### src/rtl/accesscode_tx_pkg.sv
// Shared types and constants for the access-code transmitter.
// Holds the FSM state enum, frame lengths and the air-bit selector.
package accesscode_tx_pkg;

  typedef enum logic [2:0] {
    ST_IDLE,
    ST_ARMED,
    ST_PRE,
    ST_SYNC,
    ST_TRL
  } ac_state_e;

  localparam int PRE_LEN  = 4;
  localparam int SYNC_LEN = 64;
  localparam int TRL_LEN  = 4;
  localparam int SLOT_US  = 624;
  localparam int HALF_US  = 312;

  localparam logic [6:0] PRE_END  = 7'(PRE_LEN);
  localparam logic [6:0] SYNC_END = 7'(PRE_LEN + SYNC_LEN);
  localparam logic [6:0] TRL_END  = 7'(PRE_LEN + SYNC_LEN + TRL_LEN);

  // Preamble and trailer alternate so the stream never repeats a bit at a seam.
  function automatic logic ac_bit(
    input logic [63:0] sync,
    input logic [6:0]  idx
  );
    if (idx < PRE_END)
      ac_bit = idx[0] ? ~sync[0] : sync[0];
    else if (idx < SYNC_END)
      ac_bit = sync[6'(idx - PRE_END)];
    else
      ac_bit = idx[0] ? sync[63] : ~sync[63];
  endfunction

endpackage

### src/rtl/accesscode_tx_us_slot_timer.sv
// Microsecond slot timer: counts ticks from a start request and
// flags the half-slot and slot-end instants, then stops itself.
module us_slot_timer #(
  parameter int SLOT_US = 624,
  parameter int HALF_US = 312
) (
  input  logic clk_6M,
  input  logic rstz,
  input  logic tick,
  input  logic start,
  input  logic clr,
  output logic half_endp,
  output logic slot_endp
);

  localparam logic [9:0] SLOT_C = 10'(SLOT_US);
  localparam logic [9:0] HALF_C = 10'(HALF_US);

  logic [9:0] cnt;
  logic       run;

  always_ff @(posedge clk_6M or negedge rstz) begin
    if (!rstz) begin
      cnt <= '0;
      run <= 1'b0;
    end else if (clr) begin
      cnt <= '0;
      run <= 1'b0;
    end else if (start) begin
      cnt <= '0;
      run <= 1'b1;
    end else if (run && tick) begin
      if (cnt == SLOT_C) begin
        cnt <= '0;
        run <= 1'b0;
      end else begin
        cnt <= cnt + 10'd1;
      end
    end
  end

  logic live;
  assign live = run & tick & ~clr & ~start;

  assign half_endp = live & (cnt == HALF_C);
  assign slot_endp = live & (cnt == SLOT_C);

endmodule

### src/rtl/accesscode_tx.sv
// Access-code transmitter: serializes preamble, sync word and optional
// trailer on the 1 us tick, and runs the slot timer from the first bit.
module accesscode_tx #(
  parameter int SLOT_US = accesscode_tx_pkg::SLOT_US,
  parameter int HALF_US = accesscode_tx_pkg::HALF_US
) (
  input  logic        clk_6M,
  input  logic        rstz,
  input  logic        p_1us,
  input  logic        tx_st_p,
  input  logic [63:0] ac_sync,
  input  logic        ac_trailer_en,
  input  logic        tx_abort,
  output logic        tx_bit,
  output logic        tx_bit_vld,
  output logic        ac_busy,
  output logic        ac_sync_end_p,
  output logic        ac_done_p,
  output logic        tx_tslotdly_endp,
  output logic        tx_halftslotdly_endp,
  output logic        ac_err_p
);

  import accesscode_tx_pkg::*;

  ac_state_e   state;
  ac_state_e   nxt_seg;
  logic [63:0] sync_q;
  logic        trl_q;
  logic [6:0]  bit_cnt;

  logic serial;
  logic accept;
  logic done_c;

  assign serial = (state == ST_PRE) | (state == ST_SYNC)
                | (state == ST_TRL);

  assign accept = (state == ST_IDLE) & tx_st_p
                & (ac_sync != '0) & ~tx_abort;

  assign done_c = serial & p_1us
                & (bit_cnt == (trl_q ? TRL_END : SYNC_END));

  assign ac_busy       = (state != ST_IDLE);
  assign ac_done_p     = done_c & ~tx_abort;
  assign ac_sync_end_p = serial & p_1us & ~tx_abort
                       & (state == ST_SYNC)
                       & (bit_cnt == SYNC_END);

  // Segment the bit about to be loaded belongs to.
  always_comb begin
    nxt_seg = ST_TRL;
    unique case (1'b1)
      bit_cnt < PRE_END:
        nxt_seg = ST_PRE;
      (bit_cnt >= PRE_END) && (bit_cnt < SYNC_END):
        nxt_seg = ST_SYNC;
      bit_cnt >= SYNC_END:
        nxt_seg = ST_TRL;
    endcase
  end

  always_ff @(posedge clk_6M or negedge rstz) begin
    if (!rstz) begin
      state      <= ST_IDLE;
      sync_q     <= '0;
      trl_q      <= 1'b0;
      bit_cnt    <= '0;
      tx_bit     <= 1'b0;
      tx_bit_vld <= 1'b0;
      ac_err_p   <= 1'b0;
    end else if (tx_abort) begin
      state      <= ST_IDLE;
      bit_cnt    <= '0;
      tx_bit     <= 1'b0;
      tx_bit_vld <= 1'b0;
      ac_err_p   <= 1'b0;
    end else begin
      ac_err_p <= 1'b0;
      unique case (state)
        ST_IDLE: begin
          if (tx_st_p) begin
            if (ac_sync == '0) begin
              ac_err_p <= 1'b1;
            end else begin
              sync_q <= ac_sync;
              trl_q  <= ac_trailer_en;
              state  <= ST_ARMED;
            end
          end
        end
        ST_ARMED: begin
          if (p_1us) begin
            tx_bit     <= ac_bit(sync_q, 7'd0);
            tx_bit_vld <= 1'b1;
            bit_cnt    <= 7'd1;
            state      <= ST_PRE;
          end
        end
        default: begin
          if (p_1us) begin
            if (done_c) begin
              state      <= ST_IDLE;
              bit_cnt    <= '0;
              tx_bit     <= 1'b0;
              tx_bit_vld <= 1'b0;
            end else begin
              tx_bit  <= ac_bit(sync_q, bit_cnt);
              bit_cnt <= bit_cnt + 7'd1;
              state   <= nxt_seg;
            end
          end
        end
      endcase
    end
  end

  us_slot_timer #(
    .SLOT_US (SLOT_US),
    .HALF_US (HALF_US)
  ) u_slot (
    .clk_6M    (clk_6M),
    .rstz      (rstz),
    .tick      (p_1us),
    .start     (accept),
    .clr       (tx_abort),
    .half_endp (tx_halftslotdly_endp),
    .slot_endp (tx_tslotdly_endp)
  );

endmodule

### config.mk
export PLATFORM = sky130hd
export DESIGN_NAME = accesscode_tx
export DESIGN_NICKNAME = d
export VERILOG_FILES = /design/src/rtl/accesscode_tx_pkg.sv /design/src/rtl/accesscode_tx_us_slot_timer.sv /design/src/rtl/accesscode_tx.sv
export SDC_FILE = /design/constraint.sdc
export NUM_CORES = 1
export LEC_CHECK = 0
export CORE_UTILIZATION = 45
export DETAILED_ROUTE_END_ITERATION = 10
export PLACE_DENSITY_LB_ADDON = 0.05
export SKIP_CTS_REPAIR_TIMING = 1
export SYNTH_ARGS = -nofsm -noshare
export SYNTH_HDL_FRONTEND = slang
export SYNTH_SLANG_ARGS = --single-unit
export TNS_END_PERCENT = 20
### constraint.sdc
create_clock -name clk_6M -period 3.6 [get_ports clk_6M]
set_input_delay 0.54 -clock clk_6M [delete_from_list [all_inputs] [get_ports clk_6M]]
set_output_delay 0.54 -clock clk_6M [all_outputs]
set_load 0.01 [all_outputs]
## Yosys cells after proc, flatten, opt, wreduce, memory -nomap -nowiden

Index checks and enable logic that the tools add are counted.

- Bits in registers: 89
- Output and inout port bits: 8
- Input bits: 70

- $lt $le $gt $ge: 5
- $add $sub $neg: 3
- Multiplexer cells: 42
- Equality and inequality tests: 12
- Bitwise gates (word level): 21
- Reductions and logical operators: 16

Operator list:

| operator | number |
|---|---|
| 64-bit logical NOT | 1 |
| 64-bit nonzero test | 1 |
| 10-bit 2-to-1 mux | 4 |
| 7-bit 2-to-1 mux | 4 |
| 1-bit 2-to-1 mux | 21 |
| 3-bit 2-to-1 mux | 6 |
| 3-bit nonzero test | 5 |
| 1-bit AND | 14 |
| 7-bit case mux with 2 select lines | 1 |
| 10-bit by 1-bit adder with 10-bit output, second input constant | 1 |
| 10-bit == test, second input constant | 1 |
| 10-bit by 9-bit == test with 1-bit output, second input constant | 1 |
| 3-bit != test, second input constant | 3 |
| 3-bit case mux with 3 select lines | 1 |
| 4-bit AND reduction | 2 |
| 7-bit by 1-bit adder with 7-bit output, second input constant | 1 |
| 7-bit == test | 1 |
| 7-bit == test, second input constant | 1 |
| 7-bit by 3-bit greater-or-equal comparator with 1-bit output, second input constant | 1 |
| 7-bit greater-or-equal comparator, second input constant | 1 |
| 6-bit by 7-bit less-than comparator with 1-bit output, second input constant | 1 |
| 7-bit by 3-bit less-than comparator with 1-bit output, second input constant | 1 |
| 7-bit less-than comparator, second input constant | 1 |
| 1-bit binary-select mux with 6-bit select | 1 |
| other kinds (15) | 24 |

## Depth between registers and ports, before layout

Gate-level depths: netlist of the first run.

- Word-level depth: 9
- Depth in mapped cells: 9
- Gate-level depth less buffers: 8

## By module

A second synthesis of the first run with hierarchy kept.

- Cell total of the unflattened synthesis: 415
- Area, all modules: 4,939.7 sq um

By module, submodules not included:

| module | area an instance (sq um) | times used | cells each | sequential area each (sq um) |
|---|---|---|---|---|
| accesscode_tx | 4,292.9 | 1 | 348 | 1,951.9 |
| us_slot_timer | 646.9 | 1 | 67 | 275.3 |

## Worst setup path before layout of the first run

Ideal clock, no wire load.

- Kind: input-to-output
- From: in ac_sync[6]
- To: out tx_halftslotdly_endp
- Required time: 3,060 ps
- Stages: 7
- Arrival: 1,926 ps
- Setup slack: 1,134 ps
- Path through: nor4_1 nand2_1 nor3_1 a21oi_1 or2_1 clkbuf_1 nor2_1

- Longest elaborated chain between the ends: 6

RTL lines:

| item | RTL line | text |
|---|---|---|
| start: declaration | accesscode_tx.sv:11 | `input logic [63:0] ac_sync,` |
| 64-bit nonzero test | accesscode_tx.sv:40 | `& (ac_sync != '0) & ~tx_abort;` |
| 1-bit AND (2 in series) | accesscode_tx.sv:40 |  |
| 1-bit NOT | accesscode_tx_us_slot_timer.sv:43 | `assign live = run & tick & ~clr & ~start;` |
| 1-bit AND | accesscode_tx_us_slot_timer.sv:43 |  |
| 1-bit AND | accesscode_tx_us_slot_timer.sv:45 | `assign half_endp = live & (cnt == HALF_C);` |
| end: declaration | accesscode_tx.sv:20 | `output logic tx_halftslotdly_endp,` |

Every way passes these cells.

## Worst setup path after layout of the first run

- From: in ac_sync[18]
- To: out tx_halftslotdly_endp

The elaborated chain is that of the path after synthesis.

==> reports/metrics.cfg, run 1 <==
[die]
die_y_um=106
pin_count=78
rows=37
initial_core_util_pct=46.7
dieArea_sq_um=11200
die_w_um=106
core_area_sq_um=10400

[power]
clkPwrFrac_pct=20.8
comb_power_share_pct=33.7
finalPower_mw=3.59
intPower_mw=2.41
switching_share_pct=33.0
peakVddDrop_uv=293
switchingPower_mw=1.19
leakagePower_nw=2.42
p_seq_share_pct=45.4
power.density_nw_per_um2=595

[synthesis]
ys_warn_count=0
postSynthAreaPerCell_sq_um=10.8
synth_nets=525
synth_seq_area_share_pct=45.9
netlist-cell-type-count=51
syn_inst=448
synth_edf_count=0
netlist_area_sq_um=4850
async_reset_ff_share_pct=100
ys.flop_type=dfrtp_1
synth-seq-cells=89

[timing]
tightest_slew_ns=0.660
relSlewSlack_pct=56.0
hold_viol_final=0
period_share_pct=87.3
min_period_ns=3.14
drv_slew=0
setup_violations=0
fin_skew_ns=0.0161
rsz0062_at_grt=false
whs_ns=0.200
max_clock_freq_ghz=0.318

[grt]
overflow=0
grt_max_degree=66
antenna_found_initial=0
grt_pass1_wl_um=18800
grt_usage_pct=21.4
grt_pass1_vias=3740

[layout]
design_area_sq_um=6040
n_fill_cell=961
syn2layout_area_growth_pct=24.5
n_antenna_cell=0
nNetsFinal=605
instances_no_fill=669
drive_gt1_share_pct=14.8

[clocking]
cts_buffer_depth=2
cts_tree=built
cts.sinks=89
clockRootBuffer=clkbuf_8
clock_latency_ns=0.36
cts_made_buffers=9
cts.clk_slew.worst_paths_ns=0.09
htreeDepth=3

[place]
placed_cell_area_sq_um=5800
place_hpwl_um=8480
port_buffers=77
dp.cells=653
place.gp.congestion=0.821

[worst_setup_path]
cp_data_arrival_time_ns=2.60
critPathTopFamily=simple AND/OR/NAND/NOR gates
crit_chain=clkdlybuf4s50_1 -> nor4_1 -> nand4_1 -> nor3_2 -> buf_4 -> a21oi_1 -> or2_1 -> nor2_1 -> dlymetal6s2s_1
crit_path_start_kind=input pin
cp_max_fo=3
critPathBufInv=3
critical_path_class=input pin to output port
cpPeakStageDelay_ns=0.44
cp.required_ns=3.06
slowest_stage=clkdlybuf4s50_1
worst_setup_path_end_kind=output port
crit_start=ac_sync[18]
worstReg2RegStart=bit_cnt[3]$_DFFE_PN0P_

[drt]
dr.pass1.iters=4
via_per_inst=5.65
route.detailed.drc=0
ant_nets=0
dr.first_iter.drc_count=200
vias=3779
routed_wirelength_um=11500
wl_per_cell_um=17.1

[worst_hold_path]
min_path_type=input pin to asynchronous set/reset pin

[status]
status=finished clean

[job]
drv_cap=0

==> synth_stat cells, drive strengths merged (2+ instances only) <==
cell | n | share of area, %
o311ai | 3 | 0.54
or3 | 4 | 0.52
a21oi | 20 | 2.1
nand3 | 17 | 1.8
a211o | 2 | 0.36
dfrtp | 89 | 46
ha | 7 | 1.8
clkbuf | 11 | 0.85
a2bb2oi | 2 | 0.36
mux2i | 23 | 4.7
a22oi | 7 | 1.1
nor2b | 6 | 0.77
and3 | 8 | 1.0
a211oi | 3 | 0.46
nor3 | 13 | 1.3
nand2 | 36 | 2.9
inv | 8 | 0.62
nor2 | 27 | 2.1
mux4 | 5 | 2.3
or2 | 4 | 0.52
mux2 | 66 | 15
buf | 15 | 2.2
o31ai | 4 | 0.62
and2 | 3 | 0.39
nor4 | 20 | 2.6
a31oi | 3 | 0.39
o21ai | 15 | 1.5
nand4 | 5 | 0.65
nor3b | 6 | 0.93
==> kinds of logic (layout without fill, tap and decap cells) <==
| family | after synthesis | in the layout | share of synthesized area [%] |
|---|---|---|---|
| buffers and inverters | 35 | 120 | 3.77 |
| multiplexers | 94 | 94 | 22.4 |
| AND/OR/NAND/NOR | 155 | 155 | 16.6 |
| XOR/XNOR | 1 | 1 | 0.181 |
| adder cells (fa/ha/maj) | 7 | 7 | 1.81 |
| AO/OA/AOI/OAI | 67 | 67 | 9.27 |
| flip-flops | 89 | 89 | 45.9 |
==> through the flow <==
step                utilization (%)  TNS [ns]  setup WS (ns)
finish                         58.2         0          0.456
global route                   58.2         0          0.342
CTS                            58.0   -0.0871        -0.0529
detailed placement             55.9   -0.0813        -0.0505
global placement               55.9    -0.132        -0.0683
floorplan                         -         0           1.13
==> layout by cell type (no fill, tap or decap), drive strengths merged, types with 5 or more instances in the layout <==
| master | Yosys | routed |
|---|---|---|
| mux2i | 23 | 23 |
| mux4 | 5 | 5 |
| mux2 | 66 | 66 |
| o21ai | 15 | 15 |
| nor3 | 13 | 13 |
| nand4 | 5 | 5 |
| buf | 15 | 19 |
| a22oi | 7 | 7 |
| nand2 | 36 | 36 |
| and3 | 8 | 8 |
| nor2 | 27 | 27 |
| clkdlybuf4s50 | 0 | 74 |
| nand3 | 17 | 17 |
| nor3b | 6 | 6 |
| ha | 7 | 7 |
| inv | 8 | 12 |
| dfrtp | 89 | 89 |
| clkbuf | 11 | 10 |
| a21oi | 20 | 20 |
| nor4 | 20 | 20 |
| nor2b | 6 | 6 |
==> final cells by class <==
type                       count  area [sq um]  area share, %
timing repair buffer          95           921           15.3
sequential                    89          2230           36.9
clock buffer                  10           138           2.28
inverter                       9          33.8          0.560
multi-input combinational    324          2470           40.8
tap                          136           170           2.82
clock inverter                 6          81.3           1.35
==> metal layers <==
metal  up-vias  wire, um  global-route usage, %
met5         -         0                      0
met4         0        94                   4.17
met3         8       414                   3.71
met2        85      5510                   35.2
met1      1876      5440                   29.7
li1       1810         -                      -
==> worst paths after layout <==
kind,cells past startpoint,endpoint,slack (ns)
hold reg to reg,1,sync_q[49]$_DFFE_PN0P_,0.49
hold / removal,1,bit_cnt[6]$_DFFE_PN0P_,0.20
setup reg to reg,8,tx_bit$_DFFE_PN0P_,1.21
min in group clk_6M,1,sync_q[49]$_DFFE_PN0P_,0.49
setup / recovery,9,tx_halftslotdly_endp,0.46
max in group asynchronous,2,tx_bit$_DFFE_PN0P_,2.65
==> state kept, by name, summed over array words and instances (netlist names) <==
| name | flops |
|---|---|
| sync_q | 64 |
| u_slot.cnt | 10 |
| bit_cnt | 7 |
| state | 3 |
| ac_err_p | 1 |
| trl_q | 1 |
| tx_bit | 1 |
| tx_bit_vld | 1 |
| u_slot.run | 1 |
==> power by group through the flow <==
stage                     Clock [mW]  Combinational (mW)  Sequential (mW)
after global placement             0                1.20             1.64
final                          0.748                1.21             1.63
after floorplan                    0               0.897             1.55
after global routing           0.798                1.34             1.68
after CTS                      0.773                1.22             1.63
after detailed placement           0                1.22             1.65
Power figures use the tool's default switching activity.
==> inputs of run 2 (changes only) <==
--- a/config.mk
+++ b/config.mk
@@ -9,7 +9,9 @@
 export DETAILED_ROUTE_END_ITERATION = 10
 export PLACE_DENSITY_LB_ADDON = 0.05
 export SKIP_CTS_REPAIR_TIMING = 1
+export SLEW_MARGIN = 40
 export SYNTH_ARGS = -nofsm -noshare
 export SYNTH_HDL_FRONTEND = slang
+export SYNTH_HIERARCHICAL = 1
 export SYNTH_SLANG_ARGS = --single-unit
 export TNS_END_PERCENT = 20
==> run 2 against run 1 <==
  * Area after synthesis grew 1.9%
  * Sequential power grew 3%
  * Power grew 6.2%
  * Sequential cell count is the same
  * Clock skew shrank 0.0073 ns
  * Clock-buffer cell count grew 1
  * Cell count shrank 5.2%
  * Fmax shrank 3.2%
  * Highest routed layer unchanged
==> reports/metrics.cfg, run 2 <==
[status]
status=finished clean

[timing]
max_clock_freq_ghz=0.308
rsz0062_at_grt=false
period_share_pct=90.2
finalSetupTns_ns=0
min_period_ns=3.25
tightest_slew_ns=0.690
fin_skew_ns=0.00880
hold_viol_final=0
setup_violations=0
drv_slew=0
postLayoutSetupSlackWorst_ns=0.353
relSlewSlack_pct=54.0

[synthesis]
yosys.area.top_type=dfrtp_1
synth_top_family_by_area=multiplexers
yosysMostFrequentCell=dfrtp_1
synth_top_cell_area_share_pct=45.1
netlist-cell-type-count=58
async_reset_ff_share_pct=100
synth_edf_count=0
synth-seq-cells=89
syn_inst=415
synthXorXnorAreaFrac_pct=3.01
netlist_area_sq_um=4940
synth-simple-area-share_pct=14.5
synthMuxAreaShare_pct=24.6
ys.flop_type=dfrtp_1
ys_warn_count=6
synth.area.top_cells=dfrtp_1, mux2_4, mux2_2
synth_compound_area_share_pct=6.86
synth_seq_area_share_pct=45.1
synth_adder_area_share_pct=1.77
synth_nets=492
postSynthAreaPerCell_sq_um=11.9
netlist_top_cells_count=dfrtp_1, mux2_4, nor2_1

[die]
core_area_sq_um=10500
rows=37
dieArea_sq_um=11400
initial_core_util_pct=47.2
die_w_um=107
die_y_um=107
pin_count=78

[clocking]
cts_tree=built
clockRootBuffer=clkbuf_8
clock_latency_ns=0.36
cts_buffer_depth=2
cts.sinks=89
htreeDepth=3
cts.clk_slew.worst_paths_ns=0.09
cts_made_buffers=9

[drt]
routed_wirelength_um=11100
route.detailed.drc=0
wl_per_cell_um=17.5
dr.pass1.iters=4
via_per_inst=5.56
ant_nets=0
vias=3522
dr.first_iter.drc_count=157

[worst_hold_path]
min_path_type=input pin to asynchronous set/reset pin

[worst_setup_path]
cp.required_ns=3.06
crit_start=ac_sync[22]
regToRegSetupSlack_ns=0.92
endpoint=tx_halftslotdly_endp
critical_path_class=input pin to output port
worst_setup_path_end_kind=output port
worstReg2RegStart=state[1]$_DFFE_PN0P_
cp_data_arrival_time_ns=2.71
crit_path_start_kind=input pin
worstRegToRegCells=7
r2r-end=sync_q[52]$_DFFE_PN0P_
cp_max_fo=3

[power]
intPower_mw=2.65
comb_power_share_pct=36.0
switchingPower_mw=1.16
peakVddDrop_uv=306
clkPwrFrac_pct=20.0
p_seq_share_pct=44.0
switching_share_pct=30.4
leakagePower_nw=2.51
power.density_nw_per_um2=627

[grt]
grt_usage_pct=20.6
grt_util_met2_pct=31.2
overflow=0
grt_most_used_layer=met2
grt_max_degree=52
met3_usage_pct=4.07
grt_use_met1_pct=30.0
grt_pass1_wl_um=18000
antenna_found_initial=0
grt_pass1_vias=3523

[place]
dp_slack_ns=-0.301
place.gp.congestion=0.818
port_buffers=77
place_hpwl_um=8210
placed_cell_area_sq_um=5820

[layout]
seqCellArea_sq_um=2230
nNetsFinal=570
n_fill_cell=925
top_regs=sync_q x64, u_slot/cnt x10, bit_cnt x7
syn2layout_area_growth_pct=23.2
design_area_sq_um=6080
largest_reg_flops=64
layout_commonest_cell=dfrtp_1
drive_gt1_share_pct=23.3
final_cell_mix=dfrtp_1, clkdlybuf4s50_1, mux2_4
n_antenna_cell=0
utilization_pct=58.1
multi_input_area_sq_um=2550
largest-register=sync_q

[job]
drv_cap=0

-- run 2: cell types whose count changed in the layout (fill, tap and decap cells not counted), moves of 5 or more --
cell      previous run  this run
o21ai_0             15        10
xnor2_1              0        10
nand4_1              5        11
nand2_1             35        17
a21oi_1             20         7
nand3_1             17         9
xor2_1               1         7
mux2i_1             23        17
mux2_1              38         0
mux2_4               0        39
nand2b_1             1         6
-- run 2: layer usage --
layer  wire length, um  vias up
li1                  -     1700
met1              5480     1738
met2              5110       75
met3               384        9
met4               157        0
met5                 0        -
-- run 2: worst min path at each step --
stage	end	slack, ns	depth (start not counted)
floorplan	ac_err_p$_DFF_PN0_	0.24	0
global placement	sync_q[36]$_DFFE_PN0P_	0.49	1
detailed placement	sync_q[37]$_DFFE_PN0P_	0.49	1
CTS	u_slot/cnt[9]$_DFFE_PN0P_	0.23	1
global route	u_slot/cnt[8]$_DFFE_PN0P_	0.25	1
finish	u_slot/cnt[6]$_DFFE_PN0P_	0.20	1
-- run 2: critical path, cell delays in order --
cell	delay (ns)
clkdlybuf4s50_1	0.44
nor4_2	0.33
buf_4	0.18
nand4_1	0.19
nor4_4	0.31
nor3_2	0.11
nor4_1	0.25
and3_1	0.19
dlymetal6s2s_1	0.16
-- run 2: through the flow --
step | std cells | hold WS [ns] | power, mW
after floorplan | 415 | 0.244 | 2.67
after global placement | 617 | 0.486 | 3.05
after detailed placement | 617 | 0.493 | 3.08
after CTS | 633 | 0.227 | 3.85
after global routing | 634 | 0.246 | 4.05
final | 634 | 0.203 | 3.82
-- run 2: power groups by stage --
stage | Combinational [mW] | Sequential (mW) | Clock [mW]
6_report | 1.37 | 1.68 | 0.765
5_1_grt | 1.49 | 1.73 | 0.827
4_1_cts | 1.39 | 1.68 | 0.786
3_5_place_dp | 1.38 | 1.70 | 0
3_3_place_gp | 1.36 | 1.69 | 0
2_1_floorplan | 1.08 | 1.58 | 0
-- run 2: layout make-up --
type / count / area share (%)
inverter: 7 / 0.432
sequential: 89 / 36.6
clock buffer: 11 / 2.32
clock inverter: 5 / 1.30
timing repair buffer: 91 / 14.6
tap: 136 / 2.80
multi-input combinational: 295 / 41.9
-- run 2: kinds of logic (layout without fill, tap and decap cells) --
group                    count (synthesis)  count (layout)
flip-flops                              89              89
adder cells (fa/ha/maj)                  7               7
multiplexers                            90              90
XOR/XNOR                                17              17
AND/OR/NAND/NOR                        133             133
buffers and inverters                   31             114
AO/OA/AOI/OAI                           48              48
